==> config.mk <==
export PLATFORM = sky130hd
export DESIGN_NAME = pll_reconf_sequencer
export DESIGN_NICKNAME = d
export VERILOG_FILES = /design/src/rtl/pll_reconf_pkg.sv /design/src/rtl/pll_wait_timer.sv /design/src/rtl/pll_reconf_sequencer.sv
export SDC_FILE = /design/constraint.sdc
export NUM_CORES = 1
export LEC_CHECK = 0
export ABC_AREA = 1
export CAP_MARGIN = 15
export CORE_ASPECT_RATIO = 1.1
export CORE_MARGIN = 2
export CORE_UTILIZATION = 45
export CTS_CLUSTER_DIAMETER = 60
export DETAILED_ROUTE_END_ITERATION = 8
export PLACE_DENSITY = 0.79
export SLEW_MARGIN = 25
export SYNTH_ARGS = -nofsm -noshare
export SYNTH_HDL_FRONTEND = slang
export SYNTH_SLANG_ARGS = --single-unit
==> constraint.sdc <==
create_clock -name clock -period 2.1 [get_ports clock]
set_input_delay 0.63 -clock clock [delete_from_list [all_inputs] [get_ports clock]]
set_output_delay 0.63 -clock clock [all_outputs]
set_load 0.02 [all_outputs]
==> src/rtl/pll_reconf_pkg.sv <==
// Shared types and constants for the HDMI PLL reconfiguration sequencer.
//   state_e    : sequencer state encoding
//   MODE_*     : video mode codes understood by the scan-chain ROM
//   MODE_COUNT : number of defined mode codes (default for NUM_MODES)
//   max3       : helper used to size the shared wait counter
package pll_reconf_pkg;

   localparam int unsigned MODE_COUNT = 4;

   localparam logic [7:0] MODE_1080P = 8'd0;
   localparam logic [7:0] MODE_960P  = 8'd1;
   localparam logic [7:0] MODE_480P  = 8'd2;
   localparam logic [7:0] MODE_VGA   = 8'd3;

   typedef enum logic [2:0] {
      ST_IDLE        = 3'd0,
      ST_LOAD        = 3'd1,
      ST_WAIT_LOAD   = 3'd2,
      ST_RECONF      = 3'd3,
      ST_WAIT_RECONF = 3'd4,
      ST_WAIT_LOCK   = 3'd5,
      ST_SETTLE      = 3'd6
   } state_e;

   function automatic int unsigned max3(input int unsigned a,
                                        input int unsigned b,
                                        input int unsigned c);
      int unsigned m;
      m = (a > b) ? a : b;
      return (m > c) ? m : c;
   endfunction

endpackage

==> src/rtl/pll_wait_timer.sv <==
// Up-counter shared by the busy-wait, lock-wait and settle phases.
//   clock, reset_n : clock / async active-low reset
//   clear_i        : restart from zero (priority over en_i)
//   en_i           : count this cycle
//   limit_i        : terminal value for the current phase
//   count_o        : current count (registered)
//   tc_c           : combinational, count_o == limit_i
module pll_wait_timer #(
   parameter int unsigned CNT_W = 8
) (
   input  logic             clock,
   input  logic             reset_n,
   input  logic             clear_i,
   input  logic             en_i,
   input  logic [CNT_W-1:0] limit_i,
   output logic [CNT_W-1:0] count_o,
   output logic             tc_c
);

   logic [CNT_W-1:0] count_q;
   logic [CNT_W-1:0] count_d;

   always_comb begin
      count_d = count_q;
      if (clear_i) begin
         count_d = '0;
      end else if (en_i) begin
         count_d = count_q + CNT_W'(1);
      end
   end

   always_ff @(posedge clock or negedge reset_n) begin
      if (!reset_n) begin
         count_q <= '0;
      end else begin
         count_q <= count_d;
      end
   end

   assign count_o = count_q;
   assign tc_c    = (count_q == limit_i);

endmodule

==> src/rtl/pll_reconf_sequencer.sv <==
// Sequences HDMI PLL reconfiguration on a video-mode change and holds the
// downstream video pipeline in reset until the new clock has settled.
//   req_valid/req_mode/req_ready : mode-request FIFO read side (show-ahead)
//   mode_sel/write_from_rom/reconfig/reconf_busy : ROM image + altpll_reconfig
//   pll_locked   : HDMI PLL lock, already synchronised to clock
//   video_reset  : downstream video reset
//   current_mode : last applied mode; seq_busy : not idle
//   done/bad_mode: one-cycle completion pulses; error : sticky failure flag
module pll_reconf_sequencer #(
   parameter int unsigned NUM_MODES     = pll_reconf_pkg::MODE_COUNT,
   parameter int unsigned BUSY_TIMEOUT  = 4096,
   parameter int unsigned LOCK_TIMEOUT  = 1000000,
   parameter int unsigned SETTLE_CYCLES = 1024,
   parameter int unsigned MAX_RETRIES   = 3
) (
   input  logic       clock,
   input  logic       reset_n,
   input  logic       req_valid,
   input  logic [7:0] req_mode,
   output logic       req_ready,
   output logic [1:0] mode_sel,
   output logic       write_from_rom,
   output logic       reconfig,
   input  logic       reconf_busy,
   input  logic       pll_locked,
   output logic       video_reset,
   output logic [7:0] current_mode,
   output logic       seq_busy,
   output logic       done,
   output logic       error,
   output logic       bad_mode
);
   import pll_reconf_pkg::*;

   localparam int unsigned CNT_W  = $clog2(max3(BUSY_TIMEOUT, LOCK_TIMEOUT, SETTLE_CYCLES));
   localparam int unsigned RTRY_W = $clog2(MAX_RETRIES + 1);

   state_e            state_q, state_d;
   logic              boot_q, boot_d;
   logic              locked_q;
   logic              req_ready_q, req_ready_d;
   logic [1:0]        mode_sel_q, mode_sel_d;
   logic              wfr_q, wfr_d;
   logic              reconfig_q, reconfig_d;
   logic              video_reset_q, video_reset_d;
   logic [7:0]        cur_mode_q, cur_mode_d;
   logic [7:0]        target_q, target_d;
   logic              seq_busy_q, seq_busy_d;
   logic              done_q, done_d;
   logic              error_q, error_d;
   logic              bad_mode_q, bad_mode_d;
   logic [RTRY_W-1:0] retry_q, retry_d, retry_inc;

   logic              tmr_clear, tmr_en, tmr_tc;
   logic [CNT_W-1:0]  tmr_limit, tmr_count;
   logic              past_ignore;

   pll_wait_timer #(.CNT_W(CNT_W)) u_timer (
      .clock   (clock),
      .reset_n (reset_n),
      .clear_i (tmr_clear),
      .en_i    (tmr_en),
      .limit_i (tmr_limit),
      .count_o (tmr_count),
      .tc_c    (tmr_tc)
   );

   // Terminal count for the phase currently being timed
   always_comb begin
      case (state_q)
         ST_WAIT_LOCK: tmr_limit = CNT_W'(LOCK_TIMEOUT - 1);
         ST_SETTLE:    tmr_limit = CNT_W'(SETTLE_CYCLES - 1);
         default:      tmr_limit = CNT_W'(BUSY_TIMEOUT - 1);
      endcase
   end

   // Next-state and registered-output logic
   always_comb begin
      state_d       = state_q;
      boot_d        = boot_q;
      req_ready_d   = 1'b0;
      mode_sel_d    = mode_sel_q;
      video_reset_d = video_reset_q;
      cur_mode_d    = cur_mode_q;
      target_d      = target_q;
      done_d        = 1'b0;
      error_d       = error_q;
      bad_mode_d    = 1'b0;
      retry_d       = retry_q;
      retry_inc     = retry_q + RTRY_W'(1);
      // altpll_reconfig raises busy a cycle or two after a pulse
      past_ignore   = (tmr_count >= CNT_W'(2));

      case (state_q)
         ST_IDLE: begin
            if (boot_q) begin
               // first lock after reset releases video_reset through SETTLE
               boot_d  = 1'b0;
               state_d = ST_WAIT_LOCK;
            end else if (req_ready_q) begin
               // FIFO word is consumed this cycle; decide on it
               error_d = 1'b0;
               if (req_mode >= 8'(NUM_MODES)) begin
                  bad_mode_d = 1'b1;
               end else if ((req_mode == cur_mode_q) && pll_locked) begin
                  done_d = 1'b1;
               end else begin
                  video_reset_d = 1'b1;
                  mode_sel_d    = req_mode[1:0];
                  target_d      = req_mode;
                  retry_d       = '0;
                  state_d       = ST_LOAD;
               end
            end else if (locked_q && !pll_locked) begin
               // lost lock on its own: wait for relock on the current image
               video_reset_d = 1'b1;
               mode_sel_d    = cur_mode_q[1:0];
               target_d      = cur_mode_q;
               state_d       = ST_WAIT_LOCK;
            end else if (req_valid) begin
               req_ready_d = 1'b1;
            end
         end
         ST_LOAD: state_d = ST_WAIT_LOAD;
         ST_WAIT_LOAD: begin
            if (past_ignore && !reconf_busy) begin
               state_d = ST_RECONF;
            end else if (tmr_tc) begin
               error_d = 1'b1;
               state_d = ST_IDLE;
            end
         end
         ST_RECONF: state_d = ST_WAIT_RECONF;
         ST_WAIT_RECONF: begin
            if (past_ignore && !reconf_busy) begin
               state_d = ST_WAIT_LOCK;
            end else if (tmr_tc) begin
               error_d = 1'b1;
               state_d = ST_IDLE;
            end
         end
         ST_WAIT_LOCK: begin
            if (pll_locked) begin
               state_d = ST_SETTLE;
            end else if (tmr_tc) begin
               retry_d = retry_inc;
               if (retry_inc < RTRY_W'(MAX_RETRIES)) begin
                  state_d = ST_LOAD;
               end else begin
                  error_d = 1'b1;
                  state_d = ST_IDLE;
               end
            end
         end
         ST_SETTLE: begin
            if (!pll_locked) begin
               state_d = ST_WAIT_LOCK;
            end else if (tmr_tc) begin
               video_reset_d = 1'b0;
               cur_mode_d    = target_q;
               done_d        = 1'b1;
               state_d       = ST_IDLE;
            end
         end
         default: state_d = ST_IDLE;
      endcase

      // pulses coincide exactly with the one-cycle LOAD / RECONF states
      wfr_d      = (state_d == ST_LOAD);
      reconfig_d = (state_d == ST_RECONF);
      seq_busy_d = (state_d != ST_IDLE);
      tmr_clear  = (state_d != state_q);
      tmr_en     = (state_q != ST_IDLE);
   end

   always_ff @(posedge clock or negedge reset_n) begin
      if (!reset_n) begin
         state_q       <= ST_IDLE;
         boot_q        <= 1'b1;
         locked_q      <= 1'b0;
         req_ready_q   <= 1'b0;
         mode_sel_q    <= 2'd0;
         wfr_q         <= 1'b0;
         reconfig_q    <= 1'b0;
         video_reset_q <= 1'b1;
         cur_mode_q    <= MODE_1080P;
         target_q      <= MODE_1080P;
         seq_busy_q    <= 1'b0;
         done_q        <= 1'b0;
         error_q       <= 1'b0;
         bad_mode_q    <= 1'b0;
         retry_q       <= '0;
      end else begin
         state_q       <= state_d;
         boot_q        <= boot_d;
         locked_q      <= pll_locked;
         req_ready_q   <= req_ready_d;
         mode_sel_q    <= mode_sel_d;
         wfr_q         <= wfr_d;
         reconfig_q    <= reconfig_d;
         video_reset_q <= video_reset_d;
         cur_mode_q    <= cur_mode_d;
         target_q      <= target_d;
         seq_busy_q    <= seq_busy_d;
         done_q        <= done_d;
         error_q       <= error_d;
         bad_mode_q    <= bad_mode_d;
         retry_q       <= retry_d;
      end
   end

   assign req_ready      = req_ready_q;
   assign mode_sel       = mode_sel_q;
   assign write_from_rom = wfr_q;
   assign reconfig       = reconfig_q;
   assign video_reset    = video_reset_q;
   assign current_mode   = cur_mode_q;
   assign seq_busy       = seq_busy_q;
   assign done           = done_q;
   assign error          = error_q;
   assign bad_mode       = bad_mode_q;

endmodule

==> results.toml, run 1 <==
[synth]
synth.distinct_cells = 36
yosys-top-cells-count = "nand2_1, inv_1, nor2_1"
synth_warnings = 0
syn_nets = 487
yosysTopAreaCell = "dfrtp_1"
yosysSeqAreaShare_pct = 38.71
postSynth.asyncResetShare_pct = 100.0
synthMostInstantiatedCell = "nand2_1"
synth_edf_count = 0
synthCells = 471
syn_avg_cell_area_um2 = 7.013
synth-main-ff-cell = "dfrtp_1"
syn_area_um2 = 3303
ys_seq_elements = 51
synth_area_leaders = "dfrtp_1, nand2_1, inv_1"
yosys.area.top_type_share_pct = 37.12

[timing]
layout_setup_ws_ns = -0.09285
hold_ws_ns = 0.2618
finalCritPeriodShare_pct = 104.4
fin_worst_skew_ns = 0.01289
setup_viol = 20
rsz0062_at_grt = "true"
worstMarginPinSlew_ns = 0.5019
hold_viol_final = 0
fmax_mhz = 456.0
layout_min_cycle_time_ns = 2.193
slew_headroom_pct = 66.54
slew_violations = 0

[clocking]
clockBufferDepth = 2
cts_hold_buf = 0
htreeDepth = 2
cts_buffers = 5
cts_tree = "yes"
path_clk_slew_ns = 0.10
cts_root_buf = "clkbuf_8"
clock-sinks = 51
clk_latency_ns = 0.32

[routing]
vias = 3483
antenna_left = 0
drtIter0Drc = 223
viasPerCell = 5.326
dr.pass1.iters = 5
drc = 0
wl_um = 8904
wl_per_cell_um = 13.61

[power]
leakage_nw = 2.159
power_frac_comb_pct = 58.3
p_clk_share_pct = 13.2
power_frac_seq_pct = 28.5
internal-power_mw = 2.413
peakVddDrop_uv = 972.6
power_density_nw_per_um2 = 983.4
p_sw_mw = 1.962
p_sw_share_pct = 44.85

[worst_setup_path]
critPathKind = "in -> reg"
cp-start-kind = "input port"
required_ns = 2.35
r2r_slack_ns = -0.08
crit_path_max_fanout = 6
cp-end-kind = "register"
arrival_ns = 2.44

[global_routing]
grt_pass1_vias = 3379
grt_max_degree = 24
grtUsageTotal_pct = 22.34
overflow = 0
antenna_found_initial = 0
grt_pass1_wl_um = 14570

[placed_design]
hpwl_um = 6423
post_dp_cell_area_um2 = 4116
gp_congestion = 0.9342
port_buffers = 30
dpl.cell_count = 637

[cells_and_area]
final_area_um2 = 4449
n_antenna_cell = 0
nets = 584
final_cells = 654
syn_to_final_growth_pct = 34.70
final_util_pct = 63.14
final_layout_size_suffix_gt1_share_pct = 25.31

[floorplan]
core_um2 = 7047
ioPinCount = 31
die_w_um = 85.69
die_h_um = 93.86
design.die.area_um2 = 8042
rows = 32
start_util_pct = 46.88

[run_status]
run_status = "finished, violations left"
violations = "negative setup slack"

[hold_path]
min_path_type = "in -> async"

[job]
maxCapViolCount = 0
-- cell families after synthesis --
kind of cell,Yosys count,synth area share (%)
buffers and inverters,86,10.61
adder cells (fa/ha/maj),3,1.136
AND/OR/NAND/NOR,267,37.20
AO/OA/AOI/OAI,52,9.167
flip-flops,51,38.71
XOR/XNOR,12,3.182
-- registers in the layout (all words and copies together), names as in the netlist, 2 cells and up --
signal / cells
current_mode: 8
retry_q: 2
state_q: 3
target_q: 7
u_timer.count_o: 20
-- final cells by class --
cell class                      instances  area (µm²)
Fill cell                             576        2597
Multi-Input combinational cell        334        1839
Inverter                               71       266.5
Sequential cell                        51        1280
Clock inverter                          2       12.51
Timing Repair Buffer                  105       872.1
Clock buffer                            6       72.57
Tap cell                               85       106.4
-- worst paths after layout --
check	start	to	cells past startpoint
worst max-delay path	req_mode[2]	u_timer.count_o[7]	13
max in group asynchronous	reset_n	u_timer.count_o[5]	2
worst min-delay path	reset_n	current_mode[3]	1
min in group clock	boot_q	boot_q	2
worst max register to register	state_q[1]	u_timer.count_o[7]	16
worst min register to register	boot_q	boot_q	2
-- layout by cell type, fill, tap and decap left out, types with 2 or more instances in the layout --
master	n
dfrtp_1	48
nor2_1	43
nand3_2	4
nor2_2	9
dlygate4sd2_1	5
clkdlybuf4s50_1	22
or2_2	3
dlymetal6s2s_1	2
buf_6	4
nand3b_1	2
o211ai_1	11
buf_4	71
nand4_1	26
a21oi_2	2
inv_1	68
dfstp_2	2
a31oi_1	3
nand2_4	2
nand3_1	22
nor3_1	10
inv_2	3
nor3_2	8
nand2_1	114
clkbuf_8	5
nand2_2	12
xor2_1	10
o21ai_0	23
a21oi_1	9
nor2_4	7
ha_2	2
-- worst max-delay path, cell delays in order --
cell and delay [ns]:
clkdlybuf4s50_1 0.53, or2_2 0.15, nand2_1 0.05, nor2b_2 0.15, nand3_2 0.09, nand3_2 0.09
nand2_1 0.06, nand2_1 0.07, nand4_1 0.15, nand2_4 0.16, buf_6 0.14, nand4_1 0.09
nand2_1 0.08
-- timing repair --
action / CTS / global route
buffers inserted: 3 / 4
cloned: 2 / 0
pin swaps: 4 / 21
gates resized for setup: 24 / 34
setup endpoints to repair: 22 / 34
-- routing by layer --
| metal | vias to the layer above | GRT usage, % | share of wire [%] |
|---|---|---|---|
| li1 | 1701 | - | - |
| met1 | 1658 | 25.96 | 41 |
| met2 | 101 | 41.21 | 53 |
| met3 | 23 | 2.724 | 4.3 |
| met4 | 0 | 9.127 | 2.7 |
| met5 | - | 0 | 0 |
-- through the flow --
step	TNS [ns]	worst slack, ns	power [mW]
after CTS	-0.6740	-0.07996	4.188
after detailed placement	-12.78	-0.5167	3.372
after floorplan	0	0.08601	2.620
after global routing	-4.166	-0.2482	4.646
after global placement	-10.61	-0.4372	3.313
final	-0.9334	-0.09285	4.375
-- power by group through the flow --
stage,logic (mW),clock network [mW],registers (mW)
final,2.55,0.577,1.25
after detailed placement,2.11,0,1.26
after global routing,2.77,0.616,1.26
after global placement,2.05,0,1.26
after CTS,2.36,0.587,1.25
after floorplan,1.33,0,1.29
No activity file was read; power rests on OpenSTA's default activity.
==> run 2, diff against run 1 <==
Settings changed: PLACE_DENSITY 0.79 to 0.76.
Clock period 2.1 ns to 2.3 ns, I/O delays scaled along.
==> results.toml, run 2 (synthesis gave the netlist of run 1 again) <==
[worst_setup_path]
r2r_slack_ns = 0.06
crit_path_max_fanout = 11
required_ns = 2.54
critPathKind = "reg -> reg"
cp-start-kind = "register"
cp-end-kind = "register"
arrival_ns = 2.48

[global_routing]
overflow = 0
grt_pass1_vias = 3204
grt_pass1_wl_um = 14320
grtUsageMet3_pct = 3.251
grtUsageMet1_pct = 27.31
grtUsageMet2_pct = 37.96
grt_max_degree = 24
grtUsageTotal_pct = 21.86
antenna_found_initial = 0
gr-max-usage-layer = "met2"

[placed_design]
pre_cts_slack_ns = -0.4690
hpwl_um = 6283
port_buffers = 30
gp_congestion = 0.8895

[timing]
fmax_mhz = 446.4
layout_min_cycle_time_ns = 2.240
fin_worst_skew_ns = 0.008282
hold_viol_final = 0
rsz0062_at_grt = "true"
hold_ws_ns = 0.2705
layout_setup_ws_ns = 0.06010
worstMarginPinSlew_ns = 0.3410
finalCritPeriodShare_pct = 97.39
slew_violations = 0
slew_headroom_pct = 77.26
setup_viol = 0

[clocking]
clockBufferDepth = 2
clk_latency_ns = 0.30
cts_buffers = 5
cts_root_buf = "clkbuf_8"
path_clk_slew_ns = 0.09
clock-sinks = 51
htreeDepth = 2
cts_tree = "yes"

[floorplan]
rows = 32
design.die.area_um2 = 8042
die_h_um = 93.86
start_util_pct = 46.88
die_w_um = 85.69
core_um2 = 7047
ioPinCount = 31

[cells_and_area]
register_area_um2 = 1282
layout_common_cells = "nand2_1, inv_1, nor2_1"
largest_reg_flops = 20
final_layout_size_suffix_gt1_share_pct = 20.29
nets = 562
final_common_cell = "nand2_1"
syn_to_final_growth_pct = 30.34
n_fill_cell = 626
n_antenna_cell = 0
multi_input_area_um2 = 1808

[power]
leakage_nw = 2.119
total_power_mw = 3.909
peakVddDrop_uv = 641.6
power_density_nw_per_um2 = 908.0

[routing]
wl_um = 8685
vias = 3325
drc = 0
viasPerCell = 5.261
antenna_left = 0
wl_per_cell_um = 13.74
drtIter0Drc = 160
dr.pass1.iters = 5

[run_status]
run_status = "finished clean"

[job]
maxCapViolCount = 0

[hold_path]
min_path_type = "in -> async"
## run 2: changes by cell type in the layout (fill, tap and decap cells not counted), moves of 3 or more
cell            previous run  this run
buf_4                     71        49
nor2_2                     9         2
dlymetal6s2s_1             2         7
buf_6                      4         0
dlygate4sd2_1              5         0
nor2_1                    43        50
nand2_2                   12         9
## run 2: worst paths after layout
kind,startpoint,endpoint,cells past startpoint
min in group clock,boot_q,boot_q,2
max,state_q[1],u_timer.count_o[11],16
max in group asynchronous,reset_n,u_timer.count_o[5],2
max reg2reg,state_q[1],u_timer.count_o[11],16
min,reset_n,current_mode[5],1
min reg2reg,boot_q,boot_q,2
## run 2: area by class of cell
type | instances | area share (%)
flip-flops and latches | 51 | 29.79
inverters | 71 | 6.190
repair buffers | 83 | 17.67
well taps | 85 | 2.470
multi-input cells | 334 | 41.99
clock inverters | 1 | 0.1162
clock buffers | 7 | 1.773
## run 2: per-layer routing
| layer | part of all wire [%] | vias to the layer above | wire length (µm) |
|---|---|---|---|
| met4 | 2.6 | 0 | 230 |
| met2 | 50 | 100 | 4354 |
| met5 | 0 | - | 0 |
| li1 | - | 1668 | - |
| met1 | 43 | 1537 | 3713 |
| met3 | 4.4 | 20 | 386 |
## run 2: critical path, stage by stage, from the launching register on
cell and delay, ns:
dfrtp_2 0.47, inv_2 0.09, nand3_4 0.14, nand2_1 0.12
nand2_1 0.06, inv_1 0.08, nand3_2 0.10, nor2_4 0.15
nand2_1 0.11, nand2_2 0.09, nand3_2 0.09, nand2_2 0.08
nand2_4 0.06, nor2_8 0.19, clkbuf_16 0.18, nand4_1 0.06
nand2_1 0.08
## run 2: what timing repair did
| item | 4_1_cts | 5_1_grt |
|---|---|---|
| pin swaps | 0 | 14 |
| setup endpoints to repair | 20 | 27 |
| setup buffers | 0 | 6 |
| hold buffers | 0 | 0 |
| cloned | 0 | 2 |
| gates resized for setup | 6 | 44 |
## run 2: per-stage QoR
step	util [%]	TNS (ns)	std cells	cell area [µm²]
finish	61.10	0	632	4305
global route	61.10	-1.306	632	4305
CTS	57.62	0	624	4060
detailed placement	56.18	-9.250	616	3959
global placement	56.18	-6.654	616	3959
floorplan	-	0	471	3303
## run 2: report_power, final
part	internal, mW	switching [mW]	total (mW)
logic	0.927	1.31	2.24
registers	1.05	0.106	1.16
clock network	0.215	0.299	0.514
total	2.19	1.72	3.91
